### config.mk
export PLATFORM = sky130hd
export DESIGN_NAME = muldiv_seq
export DESIGN_NICKNAME = d
export VERILOG_FILES = /design/src/rtl/muldiv_seq_pkg.sv /design/src/rtl/muldiv_seq_arith.sv /design/src/rtl/muldiv_seq.sv
export SDC_FILE = /design/constraint.sdc
export NUM_CORES = 1
export LEC_CHECK = 0
export ABC_AREA = 1
export BUFFER_PORTS_ARGS = -buffer_cell sky130_fd_sc_hd__buf_2
export CAP_MARGIN = 10
export CORE_MARGIN = 4
export CORE_UTILIZATION = 40
export CTS_BUF_LIST = sky130_fd_sc_hd__clkbuf_16
export CTS_CLUSTER_DIAMETER = 30
export DETAILED_ROUTE_END_ITERATION = 8
export PLACE_DENSITY = 0.67
export SLEW_MARGIN = 0
export SYNTH_ARGS = -nofsm -noshare
export SYNTH_HDL_FRONTEND = slang
export SYNTH_SLANG_ARGS = --single-unit
### constraint.sdc
create_clock -name clk -period 3.73 [get_ports clk]
set_input_delay 0.373 -clock clk [delete_from_list [all_inputs] [get_ports clk]]
set_output_delay 0.373 -clock clk [all_outputs]
set_load 0.02 [all_outputs]
### src/rtl/muldiv_seq_pkg.sv
// Shared definitions for the multiply/divide sequencer: opcode values,
// FSM state encoding and iteration bounds.
package muldiv_seq_pkg;

  // Datapath width of the shared add/subtract units.
  localparam int DATA_W = 8;

  // Opcode on the op input.
  localparam logic OP_MUL = 1'b0;
  localparam logic OP_DIV = 1'b1;

  // Index of the last of the eight shift iterations.
  localparam logic [2:0] ITER_LAST = 3'd7;

  typedef enum logic [1:0] {
    S_IDLE = 2'd0,
    S_MUL  = 2'd1,
    S_DIV  = 2'd2,
    S_DONE = 2'd3
  } state_t;

endpackage : muldiv_seq_pkg

### src/rtl/muldiv_seq_arith.sv
// Fixed 8-bit ripple adder and subtractor used by the sequencer, one
// evaluation per iteration.

// 8-bit adder with carry-out.
module add
  import muldiv_seq_pkg::*;
(
  input  logic [DATA_W-1:0] a,
  input  logic [DATA_W-1:0] b,
  output logic [DATA_W-1:0] sum,
  output logic              carry
);

  assign {carry, sum} = {1'b0, a} + {1'b0, b};

endmodule : add

// 8-bit subtractor a - b; carry is the no-borrow flag (1 when a >= b).
module subtract
  import muldiv_seq_pkg::*;
(
  input  logic [DATA_W-1:0] a,
  input  logic [DATA_W-1:0] b,
  output logic [DATA_W-1:0] diff,
  output logic              carry
);

  // Two's-complement subtraction: a + ~b + 1, carry-out means no borrow.
  assign {carry, diff} = {1'b0, a} + {1'b0, ~b} + {{DATA_W{1'b0}}, 1'b1};

endmodule : subtract

### src/rtl/muldiv_seq.sv
// Multi-cycle 8-bit unsigned multiply/divide sequencer. Shift-add multiply and
// restoring shift-subtract divide, eight iterations each, sharing one adder and
// one subtractor. start/busy/done handshake; results held until next accept.
module muldiv_seq
  import muldiv_seq_pkg::*;
#(
  parameter int               WIDTH  = 8,
  parameter logic [WIDTH-1:0] DIV0_Q = 8'hFF
) (
  input  logic             clk,
  input  logic             rst_n,
  input  logic             start,
  input  logic             op,
  input  logic [WIDTH-1:0] a,
  input  logic [WIDTH-1:0] b,
  output logic             busy,
  output logic             done,
  output logic [WIDTH-1:0] result_lo,
  output logic [WIDTH-1:0] result_hi,
  output logic             div_by_zero
);

  state_t           state;
  logic [2:0]       iter;
  logic [WIDTH-1:0] hi;    // MUL: accumulator;          DIV: partial remainder
  logic [WIDTH-1:0] lo;    // MUL: multiplier shift reg; DIV: dividend/quotient shift reg
  logic [WIDTH-1:0] opnd;  // MUL: multiplicand;         DIV: divisor

  // Multiply step: add the multiplicand when the current multiplier bit is set,
  // then shift {carry, sum, lo} right by one.
  logic [WIDTH-1:0] mul_addend;
  logic [WIDTH-1:0] mul_sum;
  logic             mul_carry;
  logic [WIDTH-1:0] mul_hi_next;
  logic [WIDTH-1:0] mul_lo_next;

  assign mul_addend = lo[0] ? opnd : '0;

  add u_add (
    .a     (hi),
    .b     (mul_addend),
    .sum   (mul_sum),
    .carry (mul_carry)
  );

  assign mul_hi_next = {mul_carry, mul_sum[WIDTH-1:1]};
  assign mul_lo_next = {mul_sum[0], lo[WIDTH-1:1]};

  // Divide step: shift the next dividend bit into the remainder. The bit that
  // falls out of the remainder (div_msb) makes the 9-bit value exceed any
  // divisor, in which case the 8-bit difference is already the right residue.
  logic             div_msb;
  logic [WIDTH-1:0] div_t;
  logic [WIDTH-1:0] div_diff;
  logic             div_no_borrow;
  logic             div_qbit;
  logic [WIDTH-1:0] div_r_next;
  logic [WIDTH-1:0] div_q_next;

  assign div_msb = hi[WIDTH-1];
  assign div_t   = {hi[WIDTH-2:0], lo[WIDTH-1]};

  subtract u_sub (
    .a     (div_t),
    .b     (opnd),
    .diff  (div_diff),
    .carry (div_no_borrow)
  );

  assign div_qbit   = div_msb | div_no_borrow;
  assign div_r_next = div_qbit ? div_diff : div_t;
  assign div_q_next = {lo[WIDTH-2:0], div_qbit};

  // Handshake flags decode directly from the state register.
  assign busy = (state != S_IDLE);
  assign done = (state == S_DONE);

  // Sequencer FSM, iteration counter, working registers and held results.
  // NOTE: every register here uses non-blocking assignment so all next-state
  // values are computed from the same pre-edge snapshot.
  always_ff @(posedge clk or negedge rst_n) begin
    if (!rst_n) begin
      state       <= S_IDLE;
      iter        <= '0;
      hi          <= '0;
      lo          <= '0;
      opnd        <= '0;
      result_lo   <= '0;
      result_hi   <= '0;
      div_by_zero <= 1'b0;
    end else begin
      unique case (state)
        S_IDLE: begin
          if (start) begin
            iter        <= '0;
            hi          <= '0;
            div_by_zero <= 1'b0;
            if (op == OP_MUL) begin
              opnd  <= a;
              lo    <= b;
              state <= S_MUL;
            end else if (b == '0) begin
              result_lo   <= DIV0_Q;
              result_hi   <= a;
              div_by_zero <= 1'b1;
              state       <= S_DONE;
            end else begin
              opnd  <= b;
              lo    <= a;
              state <= S_DIV;
            end
          end
        end

        S_MUL: begin
          hi   <= mul_hi_next;
          lo   <= mul_lo_next;
          iter <= iter + 3'd1;
          if (iter == ITER_LAST) begin
            result_hi <= mul_hi_next;
            result_lo <= mul_lo_next;
            state     <= S_DONE;
          end
        end

        S_DIV: begin
          hi   <= div_r_next;
          lo   <= div_q_next;
          iter <= iter + 3'd1;
          if (iter == ITER_LAST) begin
            result_hi <= div_r_next;
            result_lo <= div_q_next;
            state     <= S_DONE;
          end
        end

        S_DONE: state <= S_IDLE;

        default: state <= S_IDLE;
      endcase
    end
  end

endmodule : muldiv_seq

==> results.cfg <==
[status]
outcome = complete, no violations

[critical_path]
endpoint = result_hi[0]
timing_worst_setup_path_type = reg2reg
critical_path.endpoint_type = register
timing.critical_path.slowest_cell_delay_ps = 460
slowest_stage = sky130_fd_sc_hd__nand2_1
critical-path-top-delay-family = simple AND/OR/NAND/NOR gates
path_cells = inv_1 -> ha_1 -> a21oi_2 -> inv_2 -> nor2_1 -> nand2_1 -> inv_2 -> nor2_1 -> a21oi_2
r2r_end = result_hi[0]
worst-r2r-setup-slack_ps = 1350
worst-path-stages = 9
critical_path.startpoint_type = register
crit-reg2reg-launch = state[0]
beginning_of_the_critical_path = state[0]
critPathBufInv = 3
highest_fanout_seen_on_the_critical_path = 21
ff2ff_path_depth = 9
worst-endpoint-required_ps = 3910
timing.critical_path.arrival_ps = 2550

[sta]
post-route-period-util_pct = 63.7
finalWorstPathRequiredPeriod_ps = 2380
maxSlewViolCount = 0
number_of_hold_violations_in_the_final_report = 0
finalSetupViolations = 0
worst_slew_pin_slew_ps = 1010
rsz0062_at_grt = no
fmax_mhz = 421
worst_clock_skew_ps = 5.88
timing.setup.tns_ps = 0
worst_slew_margin_rel_pct = 32.4

[logic_synthesis]
number_of_synthesized_flops_with_an_enable_pin = 0
synth_cell_types = 38
post-synth-top-count-cell = sky130_fd_sc_hd__nand2_1
yosys-top-cells-area = sky130_fd_sc_hd__dfrtp_1, sky130_fd_sc_hd__nand2_1, sky130_fd_sc_hd__ha_1, sky130_fd_sc_hd__inv_1, sky130_fd_sc_hd__a21oi_1
yosys_register_bits = 46
netlist_top_cells_count = sky130_fd_sc_hd__nand2_1, sky130_fd_sc_hd__inv_1, sky130_fd_sc_hd__dfrtp_1
async_flop_share_pct = 100
netlist_area_um2 = 3340
post_synth.cell_area_avg_um2 = 7.08
yosys.area.top_type_share_pct = 34.5
yosys_warnings = 0
synth-seq-area-share_pct = 34.5
synth_nets = 517
synth_flop_cell = sky130_fd_sc_hd__dfrtp_1
post-synth-top-area-cell = sky130_fd_sc_hd__dfrtp_1
number_of_cells_produced_by_synthesis = 472

[clocking]
cts_setup_buffers = 0
clock-root-buffer = sky130_fd_sc_hd__clkbuf_16
cts.sinks = 46
clk-insertion-delay-late_ps = 290
worst_setup_hold_path_clk_slew_ps = 70
cts_tree = built
htree_num_levels = 2
hold_buffers = 0
clock_tree.buffer_depth = 2
cts_made_buffers = 5
ctsResizeCount = 0

[floorplanning]
rows = 33
die_width_um = 99.4
starting_density_of_the_core_pct = 40.9
die_area_um2 = 9880
die_h_um = 99.4
design.portCount = 39
fp.coreArea_um2 = 8180

[route]
drtIter0Drc = 122
totalWireLength_um = 8840
avgViaCountPerCell = 5.29
post_drt_wl_per_cell_um = 14.5
route.detailed.drc = 0
tritonroute_pass_1_iters = 5
final_antenna_net_count = 0
num_vias = 3214

[pwr]
power.density_cell_area_nw_per_um2 = 1080
peak_vdd_ir_mv = 0.767
cellLeakagePower_nw = 2.05

[placement]
post-place-cells = 600
dp_hpwl_um = 6900
placed_cell_area_um2 = 3600
last_weighted_congestion_value_of_the_routability_driven_placer = 0.954
portBuffers = 38

[global_routing]
number_of_global_route_vias_before_repair = 3088
global_route_wire_length_before_repair_um = 14800
grt_antenna_before_repair = 0
grt_start_max_net_pins = 47
total_congestion_overflow_after_global_routing = 0
globalRouteTotalUtil_pct = 18.4

[cells_and_area]
diodes = 0
fillerInstances = 842
post_route_cells_drive_above_1_share_pct = 15.3
area_growth_pct = 12.1
final_nets = 547
design_area_um2 = 3750
instances_no_fill = 608

[run]
drv.max_cap_violation_count = 0

[min_path]
worstHoldPathType = in2async
## how the worst min path moves through the flow
stage	slack, ps	start	end
floorplan	80	rst_n	div_by_zero
global placement	470	result_lo[0]	result_lo[0]
detailed placement	470	result_lo[2]	result_lo[2]
CTS	310	rst_n	result_lo[0]
global route	340	rst_n	result_lo[3]
finish	250	rst_n	result_lo[3]
## power breakdown
| part | internal (mW) | total (mW) | leakage [nW] | switching, mW |
|---|---|---|---|---|
| Combinational | 0.891 | 2.62 | 1.41 | 1.73 |
| Sequential | 0.755 | 0.976 | 0.573 | 0.220 |
| Clock | 0.252 | 0.448 | 0.0704 | 0.197 |
## cell type report
class	count	area, um2	area share, %
multi-input combinational	341	1850	49.4
sequential	46	1150	30.7
inverter	67	251	6.71
timing repair buffer	41	213	5.68
tap	105	131	3.51
clock buffer	5	125	3.34
clock inverter	3	25.0	0.668
## routing by layer
layer  vias to the layer above  global-route usage (%)  share of wire (%)
met1                      1487                    25.2                 45
met2                       120                    29.9                 46
met4                         0                    6.72                3.1
li1                       1582                       -                  -
met3                        25                    2.45                6.3
met5                         -                       0                  0
## cells by family (layout without fill, tap and decap cells)
group	Yosys count	after routing	synth area share (%)
buffers and inverters	85	116	10.2
adder cells (fa/ha/maj)	25	25	9.81
AND/OR/NAND/NOR	223	223	28.0
flip-flops	46	46	34.5
XOR/XNOR	3	3	0.787
AO/OA/AOI/OAI	90	90	16.8
## state kept, by name, indices dropped and copies added, names as in the netlist
register and cells:
result_lo 8, iter 3, hi 8, state 2, opnd 8, result_hi 8, div_by_zero 1, lo 8
## per-stage QoR
step	hold WS, ps	power (mW)	utilization, %	setup slack [ps]
after detailed placement	467	3.59	44.0	1340
after global placement	467	3.56	44.0	1460
after CTS	306	4.06	45.8	1340
after floorplan	77.4	2.96	-	1710
after global routing	343	4.45	45.8	1040
final	255	4.05	45.8	1350
## worst register-to-register path: stages (launching register included)
cell and delay (ps):
sky130_fd_sc_hd__dfrtp_1 420, sky130_fd_sc_hd__inv_1 110, sky130_fd_sc_hd__ha_1 350, sky130_fd_sc_hd__a21oi_2 140, sky130_fd_sc_hd__inv_2 280, sky130_fd_sc_hd__nor2_1 80, sky130_fd_sc_hd__nand2_1 460, sky130_fd_sc_hd__inv_2 220
sky130_fd_sc_hd__nor2_1 170, sky130_fd_sc_hd__a21oi_2 40
## placed cells by master (no fill, tap or decap), types with 7 or more instances in the layout
cell	n
sky130_fd_sc_hd__a21oi_1	31
sky130_fd_sc_hd__buf_2	38
sky130_fd_sc_hd__dfrtp_1	46
sky130_fd_sc_hd__ha_1	23
sky130_fd_sc_hd__inv_1	60
sky130_fd_sc_hd__inv_2	7
sky130_fd_sc_hd__nand2_1	144
sky130_fd_sc_hd__nand3_1	23
sky130_fd_sc_hd__nor2_1	38
sky130_fd_sc_hd__o21ai_0	13
sky130_fd_sc_hd__o21ai_1	15
No activity file was read; power rests on OpenSTA's default activity.
